### src/rtl/loader_pkg.sv
// Shared types for the boot-time instruction loader: FSM state encoding and
// default status bytes. Optional checksum stage: LOADER_CHECKSUM_EN.
package loader_pkg;

  typedef enum logic [2:0] {
    S_LEN,
    S_DATA,
    S_SUM,
    S_ACK,
    S_DONE,
    S_ERR
  } state_t;

  localparam logic [7:0] DEF_ACK_BYTE = 8'hAA;
  localparam logic [7:0] DEF_NAK_BYTE = 8'h55;

endpackage

### src/rtl/inst_loader_byte_packer.sv
// Packs a byte stream little-endian into 32-bit words; word_done flags the
// 4th byte of each word in the same cycle the byte arrives.
module byte_packer (
  input  logic        clk,
  input  logic        rstn,
  input  logic        clr,
  input  logic        byte_valid,
  input  logic [7:0]  byte_data,
  output logic [31:0] word,
  output logic        word_done
);

  logic [1:0]  cnt;
  logic [23:0] sh;

  always_ff @(posedge clk or negedge rstn) begin
    if (!rstn) begin
      cnt <= '0;
      sh  <= '0;
    end else if (clr) begin
      cnt <= '0;
      sh  <= '0;
    end else if (byte_valid) begin
      cnt <= cnt + 2'd1;
      sh  <= {byte_data, sh[23:8]};
    end
  end

  // The 4th byte bypasses the shift register so the word is ready immediately.
  assign word      = {byte_data, sh};
  assign word_done = byte_valid && !clr && (cnt == 2'd3);

endmodule

### src/rtl/inst_loader.sv
// Boot loader: length-prefixed byte stream -> word writes to instruction memory,
// then a one-byte ACK/NAK status. Define LOADER_CHECKSUM_EN for a trailing XOR byte.
module inst_loader
  import loader_pkg::*;
#(
  parameter int unsigned MAX_WORDS = 16384,
  parameter logic [7:0]  ACK_BYTE  = DEF_ACK_BYTE,
  parameter logic [7:0]  NAK_BYTE  = DEF_NAK_BYTE
) (
  input  logic        clk,
  input  logic        rstn,
  input  logic        rx_valid,
  input  logic [7:0]  rx_data,
  input  logic        tx_ready,
  output logic        tx_valid,
  output logic [7:0]  tx_data,
  output logic [31:0] mem_addr,
  output logic [31:0] mem_wdata,
  output logic        mem_we,
  output logic        loaded,
  output logic        error
);

  state_t      state, state_d;
  logic        ack_q, ack_d;
  logic [1:0]  len_cnt;
  logic [23:0] len_sh;
  logic [31:0] len_word;
  logic [31:0] n_q;
  logic [31:0] word_idx;
  logic        len_done;
  logic        pk_valid;
  logic [31:0] pk_word;
  logic        word_done;
  logic        last_word;
  logic        hs;
`ifdef LOADER_CHECKSUM_EN
  logic [7:0]  csum;
`endif

  assign len_word  = {rx_data, len_sh};
  assign len_done  = (state == S_LEN) && rx_valid && (len_cnt == 2'd3);
  assign pk_valid  = (state == S_DATA) && rx_valid;
  assign last_word = word_done && ((word_idx + 32'd1) == n_q);
  assign hs        = (state == S_ACK) && tx_valid && tx_ready;

  byte_packer u_packer (
    .clk        (clk),
    .rstn       (rstn),
    .clr        (len_done),
    .byte_valid (pk_valid),
    .byte_data  (rx_data),
    .word       (pk_word),
    .word_done  (word_done)
  );

  always_comb begin
    state_d = state;
    ack_d   = ack_q;
    case (state)
      S_LEN: begin
        if (len_done) begin
          if (len_word == 32'd0) begin
`ifdef LOADER_CHECKSUM_EN
            state_d = S_SUM;
`else
            state_d = S_ACK;
            ack_d   = 1'b1;
`endif
          end else if (len_word > MAX_WORDS) begin
            state_d = S_ACK;
            ack_d   = 1'b0;
          end else begin
            state_d = S_DATA;
          end
        end
      end
      S_DATA: begin
        if (last_word) begin
`ifdef LOADER_CHECKSUM_EN
          state_d = S_SUM;
`else
          state_d = S_ACK;
          ack_d   = 1'b1;
`endif
        end
      end
`ifdef LOADER_CHECKSUM_EN
      S_SUM: begin
        if (rx_valid) begin
          state_d = S_ACK;
          ack_d   = (rx_data == csum);
        end
      end
`endif
      S_ACK: begin
        if (hs) state_d = ack_q ? S_DONE : S_ERR;
      end
      default: state_d = state;
    endcase
  end

  always_ff @(posedge clk or negedge rstn) begin
    if (!rstn) begin
      state     <= S_LEN;
      ack_q     <= 1'b0;
      len_cnt   <= '0;
      len_sh    <= '0;
      n_q       <= '0;
      word_idx  <= '0;
      mem_addr  <= '0;
      mem_wdata <= '0;
      mem_we    <= 1'b0;
      tx_valid  <= 1'b0;
      tx_data   <= '0;
    end else begin
      state  <= state_d;
      ack_q  <= ack_d;
      mem_we <= word_done;
      if ((state == S_LEN) && rx_valid) begin
        len_cnt <= len_cnt + 2'd1;
        len_sh  <= {rx_data, len_sh[23:8]};
      end
      if (len_done) begin
        n_q      <= len_word;
        word_idx <= '0;
      end
      if (word_done) begin
        mem_wdata <= pk_word;
        mem_addr  <= word_idx << 2;
        word_idx  <= word_idx + 32'd1;
      end
      // Registered one cycle after entering S_ACK so it never overlaps the last write.
      tx_valid <= (state == S_ACK) && !hs;
      if ((state == S_ACK) && !tx_valid) tx_data <= ack_q ? ACK_BYTE : NAK_BYTE;
    end
  end

`ifdef LOADER_CHECKSUM_EN
  always_ff @(posedge clk or negedge rstn) begin
    if (!rstn)         csum <= '0;
    else if (len_done) csum <= '0;
    else if (pk_valid) csum <= csum ^ rx_data;
  end
`endif

  assign loaded = (state == S_DONE);
  assign error  = (state == S_ERR);

endmodule

### config.mk
export PLATFORM = sky130hd
export DESIGN_NAME = inst_loader
export DESIGN_NICKNAME = d
export VERILOG_FILES = /design/src/rtl/loader_pkg.sv /design/src/rtl/inst_loader_byte_packer.sv /design/src/rtl/inst_loader.sv
export SDC_FILE = /design/constraint.sdc
export NUM_CORES = 1
export LEC_CHECK = 0
export CELL_PAD_IN_SITES_DETAIL_PLACEMENT = 1
export CELL_PAD_IN_SITES_GLOBAL_PLACEMENT = 1
export CORE_AREA = 2 2 139 168
export CTS_CLUSTER_DIAMETER = 150
export DETAILED_ROUTE_END_ITERATION = 16
export DIE_AREA = 0 0 141 170
export HOLD_SLACK_MARGIN = 0.03
export PLACE_DENSITY = 0.82
export SKIP_LAST_GASP = 1
export SYNTH_ARGS = -nofsm -noshare
export SYNTH_HDL_FRONTEND = slang
export SYNTH_HIERARCHICAL = 1
export SYNTH_SLANG_ARGS = --single-unit
### constraint.sdc
create_clock -name clk -period 8.7 [get_ports clk]
set_clock_uncertainty 0.15 [all_clocks]
set_input_delay 1.305 -clock clk [delete_from_list [all_inputs] [get_ports clk]]
set_output_delay 1.305 -clock clk [all_outputs]
set_load 0.02 [all_outputs]
== Word level (Yosys, flattened, before mapping) ==
Index checks and enable logic that the tools add are counted.

* Add/sub/neg operators: 3
* $mul: 0
* Div/mod/pow operators: 0
* Magnitude comparators: 1
* Eq/ne operators: 11
* Shift-type cells: 0
* Multiplexer cells: 19
* Bitwise gates (word level): 0
* Reduce and logical (&&, ||, !) cells: 21

{| class="wikitable"
|+ Operator list
! cell !! count
|-
| $mux 32 || 2
|-
| $mux 24 || 2
|-
| $add 32x1->32 const B || 1
|-
| $eq 32x32->1 || 1
|-
| $gt 32x15->1 const B || 1
|-
| $logic_not 32->1 || 1
|-
| $logic_and 1x1->1 || 10
|-
| $mux 3 || 3
|-
| $pmux 3 s3 || 1
|-
| $mux 2 || 4
|-
| $mux 8 || 1
|-
| $reduce_and 4->1 || 2
|-
| $eq 3x3->1 const B || 2
|-
| $reduce_bool 2->1 || 3
|-
| $mux 1 || 5
|-
| $add 2x1->2 const B || 2
|-
| $eq 2x2->1 const B || 2
|-
| $ne 2x2->1 const B || 2
|-
| $eq 3x1->1 const B || 1
|-
| $eq 3x2->1 const B || 1
|-
| $logic_not 1->1 || 3
|-
| $logic_not 3->1 || 1
|-
| $ne 3x1->1 const B || 1
|-
| $reduce_bool 3->1 || 1
|-
| 2 further kinds || 2
|}

* Register bits: 192
* Bits in latches: 0
* Bits in writable memories: 0
* Bits in read-only memories: 0
* Word-level logic and storage cells: 68
* Memories: 0

== Logic depth before layout (Yosys ltp) ==
Gate-level depths: netlist of the first run.

* Depth in word-level cells: 9
* Depth in mapped cells: 13
* Gate-level depth less buffers: 11

== Hierarchy ==
The synthesis of the first run kept the hierarchy.

{| class="wikitable"
|+ Modules (own cells, without submodules)
! module !! instances !! cells an instance !! area an instance (µm²) !! sequential area each (µm²)
|-
| inst_loader || 1 || 661 || 7618.6 || 4003.8
|-
| byte_packer || 1 || 95 || 1156.1 || 650.6
|}

== Least setup slack after synthesis of the first run ==
No wires, ideal clock.

* Path type: input -> register
* Start: input rx_valid
* End: register ack_q
* Data arrival time: 3710 ps
* Required time: 8456 ps
* Slack: 4746 ps
* Cell stages on the path: 13
* Path buffers: 3
* Path through: nor4b_1 -> clkbuf_1 -> nand2_1 -> inv_1 -> buf_2 -> buf_2 -> nor2_1 -> o211ai_1 -> a2111oi_0 -> nand4_1 -> nor4_1 -> a31oi_1 -> a211oi_1

* Word-level cells in the longest chain between the ends: 8
* Elaborated cells on any way between the ends: 10
* Classes of those cells: eq/ne: 2; reduce/logical: 8

{| class="wikitable"
|+ RTL lines
! what !! line !! RTL
|-
| from (decl) || inst_loader.sv:12 || <nowiki>input logic rx_valid,</nowiki>
|-
| $logic_and 1x1->1 (2 in a row) || inst_loader.sv:42 || <nowiki>assign len_done = (state == S_LEN) && rx_valid && (len_cnt == 2'd3);</nowiki>
|-
| named net len_done || inst_loader.sv:31 || <nowiki>logic len_done;</nowiki>
|-
| $logic_not 1->1 || inst_loader_byte_packer.sv:31 || <nowiki>assign word_done = byte_valid && !clr && (cnt == 2'd3);</nowiki>
|-
| $logic_and 1x1->1 (2 in a row) || inst_loader_byte_packer.sv:31 ||
|-
| named net word_done || inst_loader.sv:34 || <nowiki>logic word_done;</nowiki>
|-
| $logic_and 1x1->1 || inst_loader.sv:44 || <nowiki>assign last_word = word_done && ((word_idx + 32'd1) == n_q);</nowiki>
|-
| $ne 2x2->1 (no line) || - ||
|-
| $reduce_and 4->1 (no line) || - ||
|-
| to (signal assigned) || inst_loader.sv:118 || <nowiki>ack_q <= ack_d;</nowiki>
|-
| to (decl) || inst_loader.sv:25 || <nowiki>logic ack_q, ack_d;</nowiki>
|}

The timed path passes the listed nets, and every way through them passes these cells.
A chain may end at the register's enable or synchronous reset.

== Worst setup path after layout of the first run ==
Ends and elaborated chain as after synthesis.

==> reports/metrics.yaml, run 1 <==
placement:
  dp_hpwl_um: 14200
  port_buffers: 85
  routabilityCongestion: 0.805
  placed_area_mm2: 0.00969
setup_path:
  worst-path-max-fanout: 40
  reg2reg_depth: 13
  critical_path_arrival_ns: 5.65
  cpPeakStageDelay_ns: 0.57
  rr_endpoint: "ack_q$_DFFE_PN0P_"
  cp_common_cell: "buf_4"
  crit_path_cell_trace: "clkdlybuf4s50_1 > nor4b_2 > buf_4 > nand2_1 > buf_4 > inv_1 > nor2_4 > buf_4 > o211ai_1 > a2111oi_0 > nand4_1 > nor4_1 > a31oi_1 > a211oi_1"
  crit_path_end_kind: "register"
  crit_start: "rx_valid"
  rrSetupSlack_ns: 4.11
  crit_required_ns: 8.88
  critical_path_class: "primary input to register"
  worstSetupStartpointType: "primary input"
  slowest_stage: "inv_1"
  worstReg2RegStart: "state[1]$_DFFE_PN0P_"
pwr:
  p_comb_share_pct: 31.6
  power_density_mw_per_mm2: 318
  seqPwrFrac_pct: 43.0
  power_frac_clock_pct: 25.4
  p_int_mw: 2.18
  switchingPower_mw: 1.10
  p_leak_nw: 4.40
  p_total_mw: 3.29
  ir_drop_mv: 0.207
  switching_share_pct: 33.6
floorplanning:
  num_rows: 60
  initial_core_util_pct: 39.4
  die_y_um: 170
  pin_count: 88
  fp.dieArea_mm2: 0.0240
  core_mm2: 0.0223
  die_w_um: 141
timing:
  tightest_slew_ns: 1.06
  post-route-period-util_pct: 62.9
  rsz0062_at_grt: "false"
  finalHoldViolCount: 0
  finalSetupViolations: 0
  fmax_mhz: 183
  layout_min_cycle_time_ns: 5.47
  slew_headroom_pct: 29.2
  finalSetupTns_ns: 0
  slew_viol_final: 0
synth:
  synth_cell_types: 57
  syn_inst: 756
  ys_seq_elements: 186
  synth_warnings: 6
  synth_area_mm2: 0.00877
  synthFlopType: "dfrtp_1"
  synth_seq_area_share_pct: 53.0
  ys_async_sr_fraction_pct: 100
  syn_area_per_cell_um2: 11.6
  synth_edf_count: 0
drt:
  vias_per_cell: 5.52
  wl_um: 20900
  drtIter0Drc: 292
  wire_per_inst_um: 19.0
  num_vias: 6045
  drt-pass1-iter-count: 4
  route.detailed.drc: 0
  drtAntennaViolNets: 0
worst_hold_path:
  hp-start: "len_cnt[0]$_DFFE_PN0P_"
  hold_depth: 1
  hp-class: "register to register"
  worstHoldEndpoint: "len_cnt[0]$_DFFE_PN0P_"
clocking:
  clkTransAtPathRegs_ns: 0.07
  numCtsBuffers: 17
  clock_tree.htree_level_count: 4
  hold_buffers: 0
  clk_latency_ns: 0.44
  post_cts_buffers: 0
  cts_sinks: 186
  cts-root-buf: "clkbuf_16"
  tritoncts: "yes"
  post_cts_resized: 0
  clk_path_buf_depth: 2
layout:
  mostFrequentLayoutCells: "dfrtp_1 (186), mux2_2 (122), clkdlybuf4s50_1 (84), nor2_1 (67), nand2_1 (51)"
  layout_commonest_cell: "dfrtp_1"
  final_cell_area_mm2: 0.0103
  fin_nets: 819
  drive_gt1_share_pct: 21.3
  area_delta_synth_final_pct: 17.6
  fin_util_pct: 46.3
  n_antenna_cell: 0
run:
  maxCapViolations: 0
global_routing:
  antenna_found_initial: 0
  grt_pass1_wl_um: 34500
  grt_max_degree: 114
  grt_pass1_vias: 6419
  overflow: 0
  grt_use_total_pct: 18.2
run_status:
  status: "finished clean"
[worst max path at each step]
stage,to,cells past startpoint
after global placement,word_idx[12]$_DFFE_PN0P_,11
final,ack_q$_DFFE_PN0P_,14
after detailed placement,ack_q$_DFFE_PN0P_,14
after global routing,ack_q$_DFFE_PN0P_,14
after CTS,ack_q$_DFFE_PN0P_,14
after floorplan,ack_q$_DFFE_PN0P_,13
[final cells by class]
class	instances	area, µm²
timing repair buffer	92	907
multi-input combinational	499	3750
clock inverter	11	153
fill	2326	12000
sequential	186	4650
clock buffer	21	480
inverter	8	30.0
tap	279	349
[kinds of logic (layout without fill, tap and decap cells)]
logic type      Yosys count  count (layout)  synth area share, %
mux                     153             153                 19.2
fa+ha+maj                 3               3                0.428
xor+xnor                 47              47                 4.69
simple gates            209             209                 12.0
buf+inv                  72             132                 4.52
other cells               1               2               0.0427
flops                   186             186                 53.0
compound gates           85              85                 6.12
[critical path, delay by kind of cell]
family	cells	cell delay (ns)
AOI/OAI and AO/OA	4	1.11
buffers and inverters	5	2.15
and+or+nand+nor	5	1.07
[cell usage after synthesis (all sizes together), types with 7 or more instances]
library cell  count  share of area, %
a21oi            11              0.63
and3              8              0.57
buf              30               2.7
clkbuf           34               1.5
dfrtp           186                53
inv               7              0.30
mux2            122                16
mux2i            31               3.5
nand2            51               2.2
nand3            16              0.91
nand4            19               1.6
nor2             70               3.0
nor4             11              0.86
o21ai            36               2.1
o31ai            10              0.86
xnor2            37               3.7
xor2             10               1.0
[metal layers]
layer | track usage, % | vias to the layer above | wire length, µm
li1 | - | 2755 | -
met2 | 30.3 | 126 | 10300
met3 | 3.69 | 26 | 785
met5 | 0 | - | 0
met4 | 6.26 | 0 | 394
met1 | 23.7 | 3138 | 9380
[state kept, by name (all words and copies together) (netlist names), 3 cells and up]
name         count
word_idx        32
u_packer/sh     24
mem_wdata       32
n_q             32
state            3
len_sh          24
mem_addr        30
[metrics by stage]
stage,worst slack (ns),std cells,hold WS (ns)
3_3_place_gp,3.01,1064,0.313
4_1_cts,3.21,1096,0.338
6_report,3.23,1096,0.333
5_1_grt,2.77,1096,0.361
2_1_floorplan,4.75,757,0.298
3_5_place_dp,2.75,1064,0.327
[power groups by stage]
stage | Sequential [mW] | Clock (mW) | Combinational (mW)
final | 1.41 | 0.833 | 1.04
after detailed placement | 1.43 | 0 | 1.04
after CTS | 1.42 | 0.851 | 1.05
after global placement | 1.41 | 0 | 1.00
after floorplan | 1.42 | 0 | 0.651
after global routing | 1.46 | 0.888 | 1.13
No activity file was read; power rests on OpenSTA's default activity.
==> run 2, diff against run 1 <==
--- a/config.mk
+++ b/config.mk
@@ -12,7 +12,7 @@
 export DETAILED_ROUTE_END_ITERATION = 16
 export DIE_AREA = 0 0 141 170
 export HOLD_SLACK_MARGIN = 0.03
-export PLACE_DENSITY = 0.82
+export PLACE_DENSITY = 0.85
 export SKIP_LAST_GASP = 1
 export SYNTH_ARGS = -nofsm -noshare
 export SYNTH_HDL_FRONTEND = slang
==> constraint.sdc (replaced) <==
create_clock -name clk -period 4.6 [get_ports clk]
set_clock_uncertainty 0.15 [all_clocks]
set_input_delay 0.69 -clock clk [delete_from_list [all_inputs] [get_ports clk]]
set_output_delay 0.69 -clock clk [all_outputs]
set_load 0.02 [all_outputs]
==> reports/metrics.yaml, run 2 (same netlist as run 1, synthesis figures left out) <==
setup_path:
  crit_required_ns: 4.79  # -4.09 ns
  worstReg2RegStart: "state[0]$_DFFE_PN0P_"
  crit_path_cell_trace: "nor2b_1 > nand2b_1 > nor2_4 > nand2_1 > nor2_4 > o211ai_1 > a2111oi_0 > nand4_1 > nor4_1 > a31oi_1 > a211oi_1"
  rr_endpoint: "ack_q$_DFFE_PN0P_"
  reg2reg_depth: 11  # -2
  critical_path_arrival_ns: 3.75  # -1.90 ns
  critPathTopFamily: "simple AND/OR/NAND/NOR gates"
  worst-path-max-fanout: 19  # -53%
  crit_start: "state[0]$_DFFE_PN0P_"
  worstSetupStartpointType: "register"
  crit_cells: 11  # -3
  cpPeakStageDelay_ns: 0.61  # +0.04 ns
  rrSetupSlack_ns: 1.04  # -3.07 ns
  critical_path_class: "register to register"
  crit_path_end_kind: "register"
  slowest_stage: "a2111oi_0"
  cp_common_cell: "nor2_4"
  path_buf_inv: 0  # -5
  cp-endpoint: "ack_q$_DFFE_PN0P_"
timing:
  finalSetupViolations: 0  # unchanged
  rsz0062_at_grt: "false"
  finalHoldViolCount: 0  # unchanged
  layout_setup_ws_ns: 1.04  # -2.19 ns
  slew_headroom_pct: 32.2  # +3.0 points
  layout_min_cycle_time_ns: 3.56
  slew_viol_final: 0  # unchanged
  fmax_mhz: 281
  holdWs_ns: 0.260  # -0.0731 ns
  finalSetupTns_ns: 0  # unchanged
  tightest_slew_ns: 1.02  # -0.0385 ns
  post-route-period-util_pct: 77.3
layout:
  area_delta_synth_final_pct: 17.4
  top_regs: "mem_wdata (32), n_q (32), word_idx (32)"
  mostFrequentLayoutCells: "dfrtp_1 (186), mux2_2 (122), clkdlybuf4s50_1 (84), nor2_1 (67), nand2_1 (51)"
  fin_util_pct: 46.2  # -0.10 points
  fin_nets: 822  # +0.37%
  drive_gt1_share_pct: 21.5  # +0.17 points
  final_cell_area_mm2: 0.0103  # -0.22%
  layout_commonest_cell: "dfrtp_1"
  n_antenna_cell: 0  # unchanged
clocking:
  tritoncts: "yes"
  numCtsBuffers: 17  # unchanged
  post_cts_resized: 0  # unchanged
  hold_buffers: 0  # unchanged
  cts-root-buf: "clkbuf_16"
  clk_path_buf_depth: 2  # unchanged
  cts_sinks: 186  # unchanged
  clk_latency_ns: 0.44  # about the same
  post_cts_buffers: 0  # unchanged
  clkTransAtPathRegs_ns: 0.07  # about the same
  clock_tree.htree_level_count: 4  # unchanged
drt:
  drt-pass1-iter-count: 4  # unchanged
  drtIter0Drc: 424  # +45%
  wl_um: 21900  # +5.0%
  num_vias: 6103  # +0.96%
  drtAntennaViolNets: 0  # unchanged
  route.detailed.drc: 0  # unchanged
  wire_per_inst_um: 19.9  # +4.7%
  vias_per_cell: 5.55  # +0.68%
floorplanning:
  fp.dieArea_mm2: 0.0240  # unchanged
  die_w_um: 141  # unchanged
  initial_core_util_pct: 39.4  # unchanged
  die_y_um: 170  # unchanged
  num_rows: 60  # unchanged
  pin_count: 88  # unchanged
  core_mm2: 0.0223  # unchanged
pwr:
  p_leak_nw: 4.38  # -0.48%
  power_density_mw_per_mm2: 597  # +88%
  ir_drop_mv: 0.361  # +75%
placement:
  dp_hpwl_um: 14400  # +1.4%
  port_buffers: 85  # unchanged
  place_ws_ns: 0.733  # -2.01 ns
  routabilityCongestion: 0.820  # +1.9%
  placed_area_mm2: 0.00972  # +0.36%
global_routing:
  grt_max_degree: 125  # +9.6%
  grt_use_total_pct: 19.3  # +1.1 points
  overflow: 0  # unchanged
  antenna_found_initial: 0  # unchanged
  grt_pass1_vias: 6762  # +5.3%
  grt_pass1_wl_um: 36700  # +6.5%
worst_hold_path:
  hp-class: "primary input to async pin"
run:
  maxCapViolations: 0  # unchanged
run_status:
  status: "finished clean"
## run 2: cell count changes in the layout (fill, tap and decap cells not counted), sizes merged
cell,before,now
bufinv,3,1
buf,7,10
inv,12,13
clkbuf,22,20
clkinvlp,0,3
## run 2: worst min-delay path by stage
stage / cells past startpoint / startpoint / to
finish: 1 / rstn / mem_addr[8]$_DFFE_PN0P_
floorplan: 0 / rstn / ack_q$_DFFE_PN0P_
CTS: 1 / rstn / mem_addr[6]$_DFFE_PN0P_
detailed placement: 1 / len_cnt[0]$_DFFE_PN0P_ / len_cnt[0]$_DFFE_PN0P_
global placement: 1 / len_cnt[0]$_DFFE_PN0P_ / len_cnt[0]$_DFFE_PN0P_
global route: 1 / rstn / mem_addr[6]$_DFFE_PN0P_
## run 2: layer usage
layer | vias to the layer above | wire length, µm | global-route usage [%] | part of all wire, %
met5 | - | 0 | 0 | 0
met4 | 0 | 546 | 7.09 | 2.5
met3 | 40 | 918 | 4.00 | 4.2
met2 | 141 | 11200 | 33.2 | 51
met1 | 3157 | 9260 | 24.1 | 42
li1 | 2765 | - | - | -
## run 2: worst reg2reg max path, stage by stage, from the launching register on
cell and delay (ns):
dfrtp_1 0.47, nor2b_1 0.25, nand2b_1 0.21, nor2_4 0.15, nand2_1 0.10, nor2_4 0.44
o211ai_1 0.16, a2111oi_0 0.61, nand4_1 0.16, nor4_1 0.29, a31oi_1 0.20, a211oi_1 0.28
## run 2: final cells by class
class | instances | area [µm²]
clock buffer | 19 | 443
fill | 2337 | 12000
sequential | 186 | 4650
clock inverter | 13 | 133
inverter | 8 | 30.0
timing repair buffer | 95 | 942
multi-input combinational | 499 | 3750
tap | 279 | 349
## run 2: power by group
group | switching (mW) | internal (mW)
combinational | 0.983 | 1.03
clock | 0.683 | 0.776
sequential | 0.501 | 2.18
## run 2: stage by stage
| stage | instances | power, mW |
|---|---|---|
| after floorplan | 757 | 3.92 |
| after global placement | 1067 | 4.56 |
| after detailed placement | 1067 | 4.68 |
| after CTS | 1099 | 6.21 |
| after global routing | 1099 | 6.48 |
| final | 1099 | 6.15 |
==> run 3, diff against run 2 <==
==> constraint.sdc (replaced) <==
create_clock -name clk -period 3.2 [get_ports clk]
set_clock_uncertainty 0.15 [all_clocks]
set_input_delay 0.48 -clock clk [delete_from_list [all_inputs] [get_ports clk]]
set_output_delay 0.48 -clock clk [all_outputs]
set_load 0.02 [all_outputs]
==> reports/metrics.yaml, run 3 (same netlist as run 1, synthesis figures left out) <==
run_status:
  status: "finished clean"
setup_path:
  critPathTopFamily: "simple AND/OR/NAND/NOR gates"
  crit_path_end_kind: "register"
  critical_path_arrival_ns: 3.29  # -0.46 ns
  crit_required_ns: 3.40  # -1.39 ns
  worst-path-max-fanout: 5  # -14
  critical_path_class: "register to register"
  worstSetupStartpointType: "register"
  slowest_stage: "dfrtp_1"
  crit_path_cell_trace: "ha_1 > and4_2 > nand3_1 > nor4b_1 > buf_4 > xnor2_1 > nand3_1 > a211oi_1 > buf_4 > a31oi_1 > a211oi_1"
  path_buf_inv: 2  # +2
  cpPeakStageDelay_ns: 0.45  # -0.16 ns
global_routing:
  grt_pass1_wl_um: 36200  # -1.5%
  grt_max_degree: 91  # -27%
  grtUsageMet3_pct: 3.94  # -0.056 points
  antenna_found_initial: 0  # unchanged
  globalRouteMet2Util_pct: 33.4  # +0.25 points
  grt.busiest_layer: "met2"
  globalRouteMet1Util_pct: 23.5  # -0.53 points
  grt_use_total_pct: 19.2  # -0.14 points
  grt_pass1_vias: 6629  # -2.0%
  overflow: 0  # unchanged
placement:
  port_buffers: 85  # unchanged
  dp_hpwl_um: 15400  # +7.3%
  placed_cells: 1097  # +2.8%
  placed_area_mm2: 0.00997  # +2.6%
  routabilityCongestion: 0.842  # +2.7%
drt:
  vias_per_cell: 5.42  # -2.5%
  drtAntennaViolNets: 0  # unchanged
  num_vias: 6120  # +0.28%
  drtIter0Drc: 422  # -0.47%
  wl_um: 22000  # +0.45%
  route.detailed.drc: 0  # unchanged
  wire_per_inst_um: 19.5  # -2.3%
  drt-pass1-iter-count: 4  # unchanged
floorplanning:
  core_mm2: 0.0223  # unchanged
  die_w_um: 141  # unchanged
  num_rows: 60  # unchanged
  pin_count: 88  # unchanged
  die_y_um: 170  # unchanged
  fp.dieArea_mm2: 0.0240  # unchanged
  initial_core_util_pct: 39.4  # unchanged
run:
  maxCapViolations: 0  # unchanged
timing:
  rsz0062_at_grt: "false"
  finalSetupTns_ns: 0  # unchanged
  layout_min_cycle_time_ns: 3.09  # -0.469 ns
  fmax_mhz: 324  # +15%
  slew_viol_final: 0  # unchanged
  finalHoldViolCount: 0  # unchanged
  slew_headroom_pct: 49.6  # +17 points
  finalSetupViolations: 0  # unchanged
  post-route-period-util_pct: 96.5  # +19 points
  holdWs_ns: 0.357  # +0.0967 ns
  tightest_slew_ns: 0.756  # -0.262 ns
layout:
  mostFrequentLayoutCells: "dfrtp_1 (185), mux2_2 (122), clkdlybuf4s50_1 (84), nor2_1 (67), nand2_1 (51)"
  n_antenna_cell: 0  # unchanged
  fin_nets: 853  # +3.8%
  top_regs: "mem_wdata (32), n_q (32), word_idx (32)"
  layout_commonest_cell: "dfrtp_1"
  area_delta_synth_final_pct: 20.5
  final_cell_area_mm2: 0.0106  # +2.6%
  final_cells: 1130  # +2.8%
  drive_gt1_share_pct: 24.7  # +3.2 points
pwr:
  p_comb_share_pct: 33.3  # +0.5 points
  ir_drop_mv: 0.454  # +26%
  p_leak_nw: 4.57  # +4.2%
  power_density_mw_per_mm2: 835  # +40%
  seqPwrFrac_pct: 43.5  # about the same
  switchingPower_mw: 3.11  # +43%
  p_int_mw: 5.72  # +44%
  power_frac_clock_pct: 23.3  # -0.4 points
  switching_share_pct: 35.2  # about the same
clocking:
  tritoncts: "yes"
  clk_latency_ns: 0.44  # about the same
  post_cts_buffers: 0  # unchanged
  clock_tree.htree_level_count: 4  # unchanged
  clk_path_buf_depth: 2  # unchanged
  cts_sinks: 186  # unchanged
  numCtsBuffers: 17  # unchanged
  clkTransAtPathRegs_ns: 0.07  # about the same
  cts-root-buf: "clkbuf_16"
worst_hold_path:
  hp-class: "register to register"
[run 3: final cells by class]
class                   instances  area [µm²]
repair buffers                126        1200
clock buffers                  20         467
fillers                      2315       11700
well taps                     279         349
flip-flops and latches        186        4660
clock inverters                12         104
inverters                       8        30.0
multi-input cells             499        3760
[run 3: final timing paths]
check                                         start                       end  slack (ns)  cells past startpoint
max in group asynchronous                      rstn  word_idx[31]$_DFFE_PN0P_        1.61                      3
min reg2reg                mem_addr[14]$_DFFE_PN0P_  mem_addr[14]$_DFFE_PN0P_        0.36                      1
max                         word_idx[1]$_DFFE_PN0P_         ack_q$_DFFE_PN0P_        0.11                     11
min in group asynchronous                      rstn   mem_addr[8]$_DFFE_PN0P_        0.51                      2
min                        mem_addr[14]$_DFFE_PN0P_  mem_addr[14]$_DFFE_PN0P_        0.36                      1
max reg2reg                 word_idx[1]$_DFFE_PN0P_         ack_q$_DFFE_PN0P_        0.11                     11
[run 3: power groups by stage]
stage	clock network [mW]	logic, mW	registers [mW]
after floorplan	0	1.77	3.86
after global placement	0	2.79	3.81
after detailed placement	0	2.93	3.88
after CTS	2.10	2.98	3.85
after global routing	2.19	3.19	3.95
final	2.06	2.94	3.84
[run 3: timing repair]
| item | 4_1_cts | 5_1_grt |
|---|---|---|
| endpoints found under the hold margin | 88 | 0 |
| setup endpoints to repair | 0 | 1 |
| hold buffers | 1 | 0 |
| resized for setup | 0 | 5 |
[run 3: layer usage]
layer / part of all wire, % / up-vias
met1: 42 / 3143
li1: - / 2814
met2: 52 / 126
met4: 2.1 / 0
met5: 0 / -
met3: 3.6 / 37
[run 3: stage by stage]
| stage | worst slack (ns) | total power [mW] | util [%] |
|---|---|---|---|
| global route | 0.00695 | 9.33 | 47.4 |
| floorplan | 0.0714 | 5.63 | - |
| detailed placement | 0.0973 | 6.81 | 44.7 |
| finish | 0.111 | 8.83 | 47.4 |
| global placement | 0.219 | 6.60 | 44.7 |
| CTS | 0.102 | 8.93 | 47.3 |
